$ cat config.mk
export PLATFORM = sky130hd
export DESIGN_NAME = demux_1to4_stream
export DESIGN_NICKNAME = d
export VERILOG_FILES = /design/src/rtl/demux_pkg.sv /design/src/rtl/demux_out_slot.sv /design/src/rtl/demux_1to4_stream.sv
export SDC_FILE = /design/constraint.sdc
export NUM_CORES = 1
export LEC_CHECK = 0
export ABC_AREA = 0
export BUFFER_PORTS_ARGS = -buffer_cell sky130_fd_sc_hd__buf_2
export CAP_MARGIN = 20
export CORE_MARGIN = 2
export CORE_UTILIZATION = 49
export DETAILED_ROUTE_END_ITERATION = 10
export PLACE_DENSITY_LB_ADDON = 0.05
export SLEW_MARGIN = 40
export SYNTH_ARGS = -nofsm -noshare
export SYNTH_HDL_FRONTEND = slang
export SYNTH_SLANG_ARGS = --single-unit
$ cat constraint.sdc
create_clock -name clk_in -period 2.3 [get_ports clk_in]
set_input_delay 0 -clock clk_in [delete_from_list [all_inputs] [get_ports clk_in]]
set_output_delay 0 -clock clk_in [all_outputs]
set_load 0.02 [all_outputs]
$ cat src/rtl/demux_pkg.sv
// Shared definitions for the 1-to-4 stream demultiplexer: FSM encoding and channel geometry.
package demux_pkg;

   localparam logic ST_IDLE = 1'b0;
   localparam logic ST_BUSY = 1'b1;
   localparam int   N_CH    = 4;
   localparam int   SEL_W   = 2;

   typedef enum logic {
      IDLE = ST_IDLE,
      BUSY = ST_BUSY
   } state_e;

endpackage

$ cat src/rtl/demux_out_slot.sv
// One-entry output register for a single demux channel.
// Loads a beat on load_i and drops valid once the beat has drained downstream.
module demux_out_slot #(
   parameter int DW = 8
) (
   input  logic          clk_in,
   input  logic          rst_in,
   input  logic          load_i,
   input  logic [DW-1:0] d_i,
   input  logic          last_i,
   input  logic          ready_i,
   output logic [DW-1:0] d_o,
   output logic          last_o,
   output logic          valid_o
);

   logic [DW-1:0] data_q, data_d;
   logic          last_q, last_d;
   logic          valid_q, valid_d;

   always_comb begin
      data_d  = data_q;
      last_d  = last_q;
      valid_d = valid_q;
      // A load in the same cycle as a drain wins, keeping valid high for back-to-back beats.
      if (load_i) begin
         data_d  = d_i;
         last_d  = last_i;
         valid_d = 1'b1;
      end else if (valid_q && ready_i) begin
         valid_d = 1'b0;
      end else begin
         valid_d = valid_q;
      end
   end

   always_ff @(posedge clk_in) begin
      if (rst_in) begin
         data_q  <= '0;
         last_q  <= 1'b0;
         valid_q <= 1'b0;
      end else begin
         data_q  <= data_d;
         last_q  <= last_d;
         valid_q <= valid_d;
      end
   end

   assign d_o     = data_q;
   assign last_o  = last_q;
   assign valid_o = valid_q;

endmodule

$ cat src/rtl/demux_1to4_stream.sv
// Registered 1-to-4 stream demultiplexer; the route is locked for a whole packet.
// Optional per-channel packet counters are enabled with `define DEMUX_1TO4_CNT_EN.
module demux_1to4_stream
   import demux_pkg::*;
#(
   parameter int DW = 8
) (
   input  logic                clk_in,
   input  logic                rst_in,
   input  logic [DW-1:0]       d_in,
   input  logic                last_in,
   input  logic                valid_in,
   output logic                ready_out,
   input  logic [SEL_W-1:0]    sel_in,
   output logic [N_CH*DW-1:0]  d_out,
   output logic [N_CH-1:0]     last_out,
   output logic [N_CH-1:0]     valid_out,
   input  logic [N_CH-1:0]     ready_in,
   output logic                busy_out
`ifdef DEMUX_1TO4_CNT_EN
   ,
   output logic [N_CH*8-1:0]   pkt_cnt_out
`endif
);

   state_e            state_q, state_d;
   logic [SEL_W-1:0]  route_q, route_d;
   logic [SEL_W-1:0]  route_s;
   logic              accept_s;
   logic [N_CH-1:0]   load_s;

   // ready_out is a combinational path from sel_in/ready_in by design.
   always_comb begin
      route_s   = (state_q == BUSY) ? route_q : sel_in;
      ready_out = ~valid_out[route_s] | ready_in[route_s];
      accept_s  = valid_in & ready_out;
      for (int k = 0; k < N_CH; k++) begin
         load_s[k] = accept_s && (route_s == SEL_W'(k));
      end
   end

   always_comb begin
      state_d = state_q;
      route_d = route_q;
      case (state_q)
         IDLE: begin
            if (accept_s && !last_in) begin
               state_d = BUSY;
               route_d = sel_in;
            end else begin
               state_d = IDLE;
            end
         end
         BUSY: begin
            if (accept_s && last_in) begin
               state_d = IDLE;
            end else begin
               state_d = BUSY;
            end
         end
         default: begin
            state_d = IDLE;
         end
      endcase
   end

   always_ff @(posedge clk_in) begin
      if (rst_in) begin
         state_q <= IDLE;
         route_q <= '0;
      end else begin
         state_q <= state_d;
         route_q <= route_d;
      end
   end

   assign busy_out = (state_q == BUSY);

   for (genvar k = 0; k < N_CH; k++) begin : g_slot
      demux_out_slot #(.DW(DW)) u_slot (
         .clk_in  (clk_in),
         .rst_in  (rst_in),
         .load_i  (load_s[k]),
         .d_i     (d_in),
         .last_i  (last_in),
         .ready_i (ready_in[k]),
         .d_o     (d_out[k*DW +: DW]),
         .last_o  (last_out[k]),
         .valid_o (valid_out[k])
      );
   end

`ifdef DEMUX_1TO4_CNT_EN
   logic [N_CH*8-1:0] cnt_q;

   // Count completed packets per channel: a drained beat carrying last.
   always_ff @(posedge clk_in) begin
      if (rst_in) begin
         cnt_q <= '0;
      end else begin
         for (int k = 0; k < N_CH; k++) begin
            if (valid_out[k] && ready_in[k] && last_out[k]) begin
               cnt_q[k*8 +: 8] <= cnt_q[k*8 +: 8] + 8'd1;
            end
         end
      end
   end

   assign pkt_cnt_out = cnt_q;
`endif

endmodule

==> results.md, run 1 <==
- From left edge to right edge, the die measures about 64 um.
- STA puts the critical path data required time at ~2.5 ns.
- The worst hold path class is in2reg.
- For this run, the number of Yosys warnings is 0.
- After layout, the minimum clock period comes to between 1.5 and 2 ns.
- The number of nets in the final layout is 255.
- The final wirelength is between 3 and 4 mm.
- Adding up every negative setup slack in the final design gives 0 ns.
- Setup repair after global routing left no endpoint under its margin.
- The final RePlAce weighted congestion is 0.733.
- VDD sags by at most 0.469 mV.
- The number of antenna violations at the first check in global routing is 0.
- The actual slew at the worst max-slew pin is roughly 0.75 ns.
- Across all register-to-register paths, the minimum setup slack is 0.42 ns.
- The routed via count divided by cell count is 4.94.
- The sequential area share after synthesis is 49.6%.
- The worst min-delay path startpoint is ready_in[1].
- Clock tree synthesis selected as its root buffer the cell clkbuf_4.
- The clock insertion delay at the later pin of the skew report is 0.35 ns.
- The number of cells on the worst reg-to-reg path is 4.
- Entering global routing, the biggest net connects 44 pins.
- The worst slew margin relative to its limit is about half.
- Registers are responsible for 56.3% of the overall power.
- The count of antenna diodes in the layout is 0.
- The mean post-synth cell area is 10.1 um2.
- The number of DRC violations after detailed-routing iteration 0 is 57.
- The floorplan step defined a die boundary enclosing between 4000 and 5000 um2.
- The final-report hold violation count came to 0.
- The via count is 1397.
- The worst setup path is of the reg2reg kind.
- The number of buffers between clock root and the deepest sink is 2.
- The max capacitance violation total is 0.
- In the final layout, the share of cells above drive strength 1 is 31.2%.
- The number of cells in the finished layout apart from fillers is ~280.
- Of the available clock period, the critical path in the final layout requires 81.8%.
- Summed over all nets, the switching power comes to 0.386 mW.
- The library cell used most frequently in the layout, excluding fill and tap cells, is buf_2.
- Net switching is 27.2% of the power.
- The post-detailed-route count of antenna-violating nets is 0.
- In this run the cell area of the synthesized design comes to about 1700 um2.
- The wire length of the first global-routing pass is ~6 mm.
- The post-route standard cell area excluding fillers is roughly 2200 um2.
- After detailed routing, the number of remaining DRC violations is 0.
- Global routing used a little under 20% of the available tracks across all layers.
- The number of post-CTS setup repair buffers is 0.
- Summed over all cells, the static leakage comes to 1.24 nW.
- Along the worst path, the maximum fanout reaches 10.
- On the final layout, the worst clock skew is 0.00663 ns.
- The arrival time of the worst setup path is 2.09 ns.
- In this run the core area contains 21 standard-cell rows.
- In this run the critical register-to-register path is captured at g_slot[2].u_slot.d_o[5].
- TritonCTS built the clock tree.
- The run finished with clean final reports.
- The H-tree generated during clock tree synthesis spans 2 levels.
- The max-slew violation count was 0.
- The power density relative to cell area is 645 nW/um2.
- Clock-pin slew was measured on the worst setup and hold paths at 0.11 ns.
- Derived from the worst setup path, the maximum achievable clock frequency is ~530 MHz.
- The capturing element type of the critical path is a register.
- For this run the aggregate overflow at the end of global routing stands at 0.
- The number of ports placed on the die boundary is 60.
- The internal power contribution is 1.03 mW.
- For this design, the sink count on the clock tree is 43.
- The first TritonRoute pass finished after 4 iterations.
- The number of global-route vias before repair is roughly 1400.
- The core box area is 3360 um2.
- The final count of negative-setup-slack endpoints is 0.
- In this run the vertical extent of the chip is 63.5 um.
- Combinational logic is responsible for roughly 18% of the overall power.
- The clock buffer count from CTS is 5.
- Synthesis produced roughly 170 cells.
- The detailed placer's ending HPWL is 2.60 mm.
- For hold timing, the worst endpoint is g_slot[1].u_slot.valid_o.
- The flip-flop and latch count after synthesis is 43.
- The number of input and output port buffers inserted is a little under 60.
- The clock network burns 26.0% of the power.
- The instance area after placement is 2010 um2.
- Counting distinct cell types in the post-synthesis netlist gives 20.
- Compared with the post-synthesis result, the final layout area differs by 26.7%.
- The startpoint type of the worst setup path is a register.
- In the layout the commonest cells are 59 x buf_2, 43 x mux2i_1, 43 x dfxtp_1.
- Counting instances, the worst hold path has a depth of 3.
- In the final routed layout, each cell accounts on average for 13.4 um.
- Counting every net in the synthesized netlist gives 189.
- For this configuration, the core starts out at a cell density of 51.6%.
- The number of placed instances, taps included, is 263.
-- critical path, cell delays in order (launching register included) --
cell and delay [ns]:
dfxtp_1 0.47, mux2_4 0.38, or4b_4 0.65, mux2i_1 0.19, nor2_1 0.06
-- power groups by stage --
| stage | Clock [mW] | Combinational [mW] | Sequential [mW] |
|---|---|---|---|
| 6_report | 0.368 | 0.252 | 0.798 |
| 4_1_cts | 0.381 | 0.253 | 0.798 |
| 5_1_grt | 0.412 | 0.271 | 0.803 |
| 2_1_floorplan | 0 | 0.134 | 0.845 |
| 3_3_place_gp | 0 | 0.230 | 0.813 |
| 3_5_place_dp | 0 | 0.235 | 0.815 |
-- state kept, by name, indices dropped and copies added, names as in the netlist, named ones only --
| signal | flops |
|---|---|
| route_q | 2 |
| g_slot.u_slot.valid_o | 4 |
| g_slot.u_slot.last_o | 4 |
| g_slot.u_slot.d_o | 32 |
-- layer usage --
metal | wire (um) | vias to the layer above | global-route usage, % | part of all wire (%)
li1 | - | 694 | - | -
met1 | 1580 | 653 | 21.7 | 42
met2 | 1890 | 40 | 32.6 | 50
met3 | 220 | 10 | 5.71 | 5.8
met4 | 104 | 0 | 12.5 | 2.7
met5 | 0 | - | 0 | 0
-- worst max-delay path by stage --
stage                        start                      end  slack, ns  cells past startpoint
after floorplan           register  g_slot[2].u_slot.d_o[0]       0.43                      5
after global placement    register  g_slot[3].u_slot.d_o[6]       0.50                      5
after detailed placement  register  g_slot[3].u_slot.d_o[4]       0.44                      5
after CTS                 register  g_slot[3].u_slot.d_o[4]       0.42                      5
after global routing      register  g_slot[3].u_slot.d_o[0]       0.34                      5
final                     register  g_slot[2].u_slot.d_o[5]       0.42                      4
-- area by class of cell --
type,instances,area [um2]
Fill cell,311,1160
Sequential cell,43,861
Multi-Input combinational cell,108,758
Timing Repair Buffer,76,455
Tap cell,46,57.6
Clock buffer,6,51.3
Inverter,3,11.3
Clock inverter,1,5.00
-- per-stage QoR --
step	setup slack, ns	power [mW]	util [%]	hold WS [ns]
4_1_cts	0.425	1.43	65.4	0.0122
5_1_grt	0.338	1.49	65.4	0.0309
3_5_place_dp	0.442	1.05	59.9	0.286
2_1_floorplan	0.431	0.980	-	0.142
3_3_place_gp	0.498	1.04	59.9	0.275
6_report	0.419	1.42	65.4	0.0124
-- synth_stat cells --
| library cell | count | share of area [%] |
|---|---|---|
| o22ai_1 | 2 | 0.72 |
| nor2b_1 | 1 | 0.36 |
| nor3b_1 | 1 | 0.43 |
| mux2i_1 | 43 | 25 |
| a21oi_1 | 5 | 1.4 |
| nand4b_1 | 1 | 0.50 |
| o221ai_1 | 1 | 0.50 |
| dfxtp_1 | 43 | 50 |
| inv_1 | 3 | 0.65 |
| nand2b_1 | 6 | 2.2 |
| nand4_1 | 2 | 0.72 |
| nor2_1 | 37 | 8.0 |
| buf_2 | 3 | 0.86 |
| or4b_4 | 1 | 0.79 |
| clkbuf_1 | 5 | 1.1 |
| nand2_1 | 5 | 1.1 |
| buf_4 | 8 | 3.5 |
| buf_6 | 1 | 0.65 |
| mux2_4 | 1 | 0.86 |
| mux2_2 | 2 | 1.3 |
-- kinds of logic after synthesis --
family / share of synthesized area [%]
AOI/OAI and AO/OA: 2.67
buffers and inverters: 6.71
DFF: 49.6
muxes: 27.0
and+or+nand+nor: 14.1
-- repair_timing --
action,CTS,global route
endpoints found under the hold margin,40,0
resized for setup,0,0
hold buffers,13,0
Note: power is estimated with default switching activity, not from simulation.
==> inputs of run 2 (changes only) <==
--- a/config.mk
+++ b/config.mk
@@ -5,11 +5,11 @@
 export SDC_FILE = /design/constraint.sdc
 export NUM_CORES = 1
 export LEC_CHECK = 0
-export ABC_AREA = 0
+export ABC_AREA = 1
 export BUFFER_PORTS_ARGS = -buffer_cell sky130_fd_sc_hd__buf_2
 export CAP_MARGIN = 20
 export CORE_MARGIN = 2
-export CORE_UTILIZATION = 49
+export CORE_UTILIZATION = 50
 export DETAILED_ROUTE_END_ITERATION = 10
 export PLACE_DENSITY_LB_ADDON = 0.05
 export SLEW_MARGIN = 40
==> constraint.sdc (replaced) <==
create_clock -name clk_in -period 1.8 [get_ports clk_in]
set_input_delay 0 -clock clk_in [delete_from_list [all_inputs] [get_ports clk_in]]
set_output_delay 0 -clock clk_in [all_outputs]
set_load 0.02 [all_outputs]
==> results.md, run 2 <==
- The number of instances in the synthesized netlist is 240 (+40%).
- The synthesized netlist net count is 258 (+37%).
- The post-detailed-route count of antenna-violating nets came to 0 (unchanged).
- The max-slew violation count is 0 (unchanged).
- The internal power contribution is 1.49 mW (+44%).
- The sum of negative setup slack came to 0 ns (unchanged).
- The clock buffer count from CTS was 5 (unchanged).
- The count of distinct cell types in the synthesized netlist is 20 (unchanged).
- The number of cells in the finished layout apart from fillers is 358 (+27%).
- The number of nets in the final layout is 328 (+29%).
- Among all cell types in the netlist, the one instantiated most often is nor2_1.
- The worst slack at placement is 0.182 ns (-0.260 ns).
- The total placed cells including tap cells is 341 (+30%).
- The core box area was 3630 um2 (+8.0%).
- The maximum vdd drop is 0.605 mV (+29%).
- The smallest setup slack after layout came to 0.233 ns (-0.186 ns).
- The tightest hold margin was 0.00490 ns (-0.00745 ns).
- The final-report hold violation count is 0 (unchanged).
- The routed via count divided by cell count came to 4.76 (-3.6%).
- The number of buffers between clock root and the deepest sink is 2 (unchanged).
- In the post-synthesis netlist, the biggest area contributors are dfxtp_1 46%, nor2_1 15%, nand2_8 5.4%.
- The mean post-synth cell area was 7.77 um2 (-23%).
- The count of antenna diodes in the layout was 0 (unchanged).
- The total grt overflow is 0 (unchanged).
- The time the final worst path needs with I/O delays and setup is 1.57 ns (-0.314 ns).
- The worst clock skew was 0.00382 ns (-0.00282 ns).
- The worst slew margin relative to its limit was 79.5% (+29 points).
- Setup repair after global routing left no endpoint under its margin.
- The flip-flop and latch count after synthesis is 43 (unchanged).
- The number of input and output port buffers inserted was 59 (unchanged).
- The commonest cells after synthesis are 76 x nor2_1, 43 x dfxtp_1, 24 x nand2_1, 19 x o21ai_0, 17 x o21ai_1.
- The actual slew at the worst max-slew pin was 0.308 ns (-0.442 ns).
- The leakage power total is 1.21 nW (-2.3%).
- The final RePlAce weighted congestion is 0.741 (+1.2%).
- The achievable frequency is 638 MHz (+20%).
- The flow ran to the end, and the final reports show no timing, DRC or antenna violations.
- The overall die height was 65.1 um (+2.4%).
- The floorplan row count was 22 (+4.8%).
- Leaving out fill and tap cells, the most frequent cells in the layout are 76 x nor2_1, 59 x buf_2, 42 x dfxtp_1.
- The number of global-route vias before repair came to 1535 (+8.6%).
- The worst hold path class is in2reg.
- The fraction of the cycle the final worst path needs was 87.0% (+5.3 points).
- The average wire per standard cell is 11.9 um (-11%).
- The detailed placer's ending HPWL is 3.11 mm (+19%).
- The portion of synthesized cell area occupied by the leading cell type is 46.2% (-3.4 points).
- The total clock sinks is 43 (unchanged).
- The final standard cell utilization of the core is 65.4% (about the same).
- The clock network power share came to 28.3% (+2.3 points).
- The number of antenna violations at the first check in global routing is 0 (unchanged).
- The pin count of the biggest net entering global routing was 38 (-14%).
- The power density relative to cell area is 899 nW/um2 (+39%).
- The summed instance area of the synthesized netlist came to 1860 um2 (+7.4%).
- The global routing usage summed across all routing layers is 22.1% (+2.5 points).
- The number of iterations in the first detailed-routing pass is 4 (unchanged).
- The max capacitance violation total was 0 (unchanged).
- The deepest level of the CTS H-tree is 2 (unchanged).
- In the synthesized netlist the dominant register cell turns out to be dfxtp_1.
- The largest fanout on the critical path is 9 (-1).
- The number of DRC violations after detailed-routing iteration 0 was 46 (-19%).
- The sequential area share after synthesis came to 46.2% (-3.4 points).
- The async set-reset flop share out of synthesis is 0% (unchanged).
- The number of cells on the worst reg-to-reg path is 11 (+7).
- The area enclosed by the die boundary is 4230 um2 (+4.9%).
- The instance area after placement is 2190 um2 (+8.6%).
- The combinational power share came to 22.0% (+4.2 points).
- The clock insertion delay at the later pin of the skew report was 0.29 ns (-0.06 ns).
- The post-route standard cell area excluding fillers is 2370 um2 (+8.0%).
- The worst setup path is launched from a register.
- The switching power as a share of total power was 30.2% (+2.9 points).
- TritonCTS built the clock tree.
- The most area-hungry cell type in the Yosys netlist is dfxtp_1.
- The flip-flop count of the largest register after layout came to 32 (unchanged).
- The leading cell type in the layout, fill and taps excluded is nor2_1.
- The worst setup path is of the reg2reg kind.
- The die span in x was 65.1 um (+2.4%).
- The wire length of the first global-routing pass was 7.08 mm (+16%).
- The number of ports placed on the die boundary is 60 (unchanged).
- The area added between synthesis and finish is 27.4%.
- Clock tree synthesis selected as its root buffer the cell clkbuf_8.
- The clock transition at the registers of the reported paths is 0.08 ns (-0.03 ns).
- The arrival time of the worst setup path is 1.79 ns (-0.30 ns).
- The overall power is 2.13 mW (+50%).
- The final wirelength was 4.27 mm (+12%).
- The final count of negative-setup-slack endpoints was 0 (unchanged).
- The part of the power in registers was 49.7% (-6.6 points).
- The number of warning messages in the yosys log is 0 (unchanged).
- The number of flops mapped to enable cells by yosys is 0 (unchanged).
- The count of unresolved DRC violations after routing came to 0 (unchanged).
- The via count was 1703 (+22%).
- The capturing element type of the critical path is a register.
- The switching component of the power is 0.644 mW (+67%).
- The required time of the critical path is 2.02 ns (-0.49 ns).
- The effective utilization at floorplan was 51.3% (-0.29 points).
- The share of final-layout standard cells stronger than drive strength 1 is 31.3% (+0.067 points).
- The cell depth of the worst min-delay path came to 3 (unchanged).
## run 2: kinds of logic (layout without fill, tap and decap cells)
kind of cell           count (synthesis)  after routing  synth area share (%)
and+or+nand+nor                      127            127                  34.8
DFF                                   43             43                  46.2
AOI/OAI and AO/OA                     42             42                  11.4
buffers and inverters                 28             98                  7.65
## run 2: path summary, 6_finish.rpt
check,start,to,slack [ns]
worst min-delay path,sel_in[1],route_q[1],0.005
worst max-delay path,register,g_slot[2].u_slot.d_o[4],0.23
worst max register to register,register,g_slot[2].u_slot.d_o[4],0.23
worst min register to register,g_slot[0].u_slot.valid_o,g_slot[0].u_slot.valid_o,0.50
## run 2: routing by layer
| metal | vias to the layer above | track usage [%] | wire length (um) | share of wire [%] |
|---|---|---|---|---|
| met3 | 4 | 6.60 | 260 | 6.1 |
| met4 | 0 | 7.81 | 59 | 1.4 |
| met2 | 49 | 36.7 | 2010 | 47 |
| met1 | 763 | 27.0 | 1940 | 45 |
| li1 | 887 | - | - | - |
| met5 | - | 0 | 0 | 0 |
## run 2: critical path, stage by stage, from the launching register on
cell,delay [ns]
dfxtp_2,0.35
inv_2,0.11
nand2_1,0.07
nand2_2,0.11
nand3_1,0.08
nand2_1,0.12
nor2_4,0.05
nand2_4,0.08
nand2_8,0.10
nor2_4,0.20
o21ai_0,0.10
nor2_1,0.12
## run 2: cell type report
cell class / instances / area [um2]
Clock inverter: 1 / 5.00
Fill cell: 359 / 1260
Inverter: 17 / 71.3
Timing Repair Buffer: 74 / 433
Clock buffer: 6 / 82.6
Tap cell: 48 / 60.1
Multi-Input combinational cell: 169 / 861
Sequential cell: 43 / 862
## run 2: power by group through the flow
stage,logic (mW),registers [mW],clock network (mW)
after floorplan,0.247,1.15,0
after global placement,0.452,1.08,0
after detailed placement,0.456,1.08,0
after CTS,0.474,1.06,0.620
after global routing,0.516,1.07,0.658
final,0.469,1.06,0.603
## run 2: what timing repair did
item	CTS	global route
resized for setup	0	1
endpoints found under the hold margin	12	0
hold buffers	10	0
buffers inserted	0	0
setup endpoints to repair	0	10
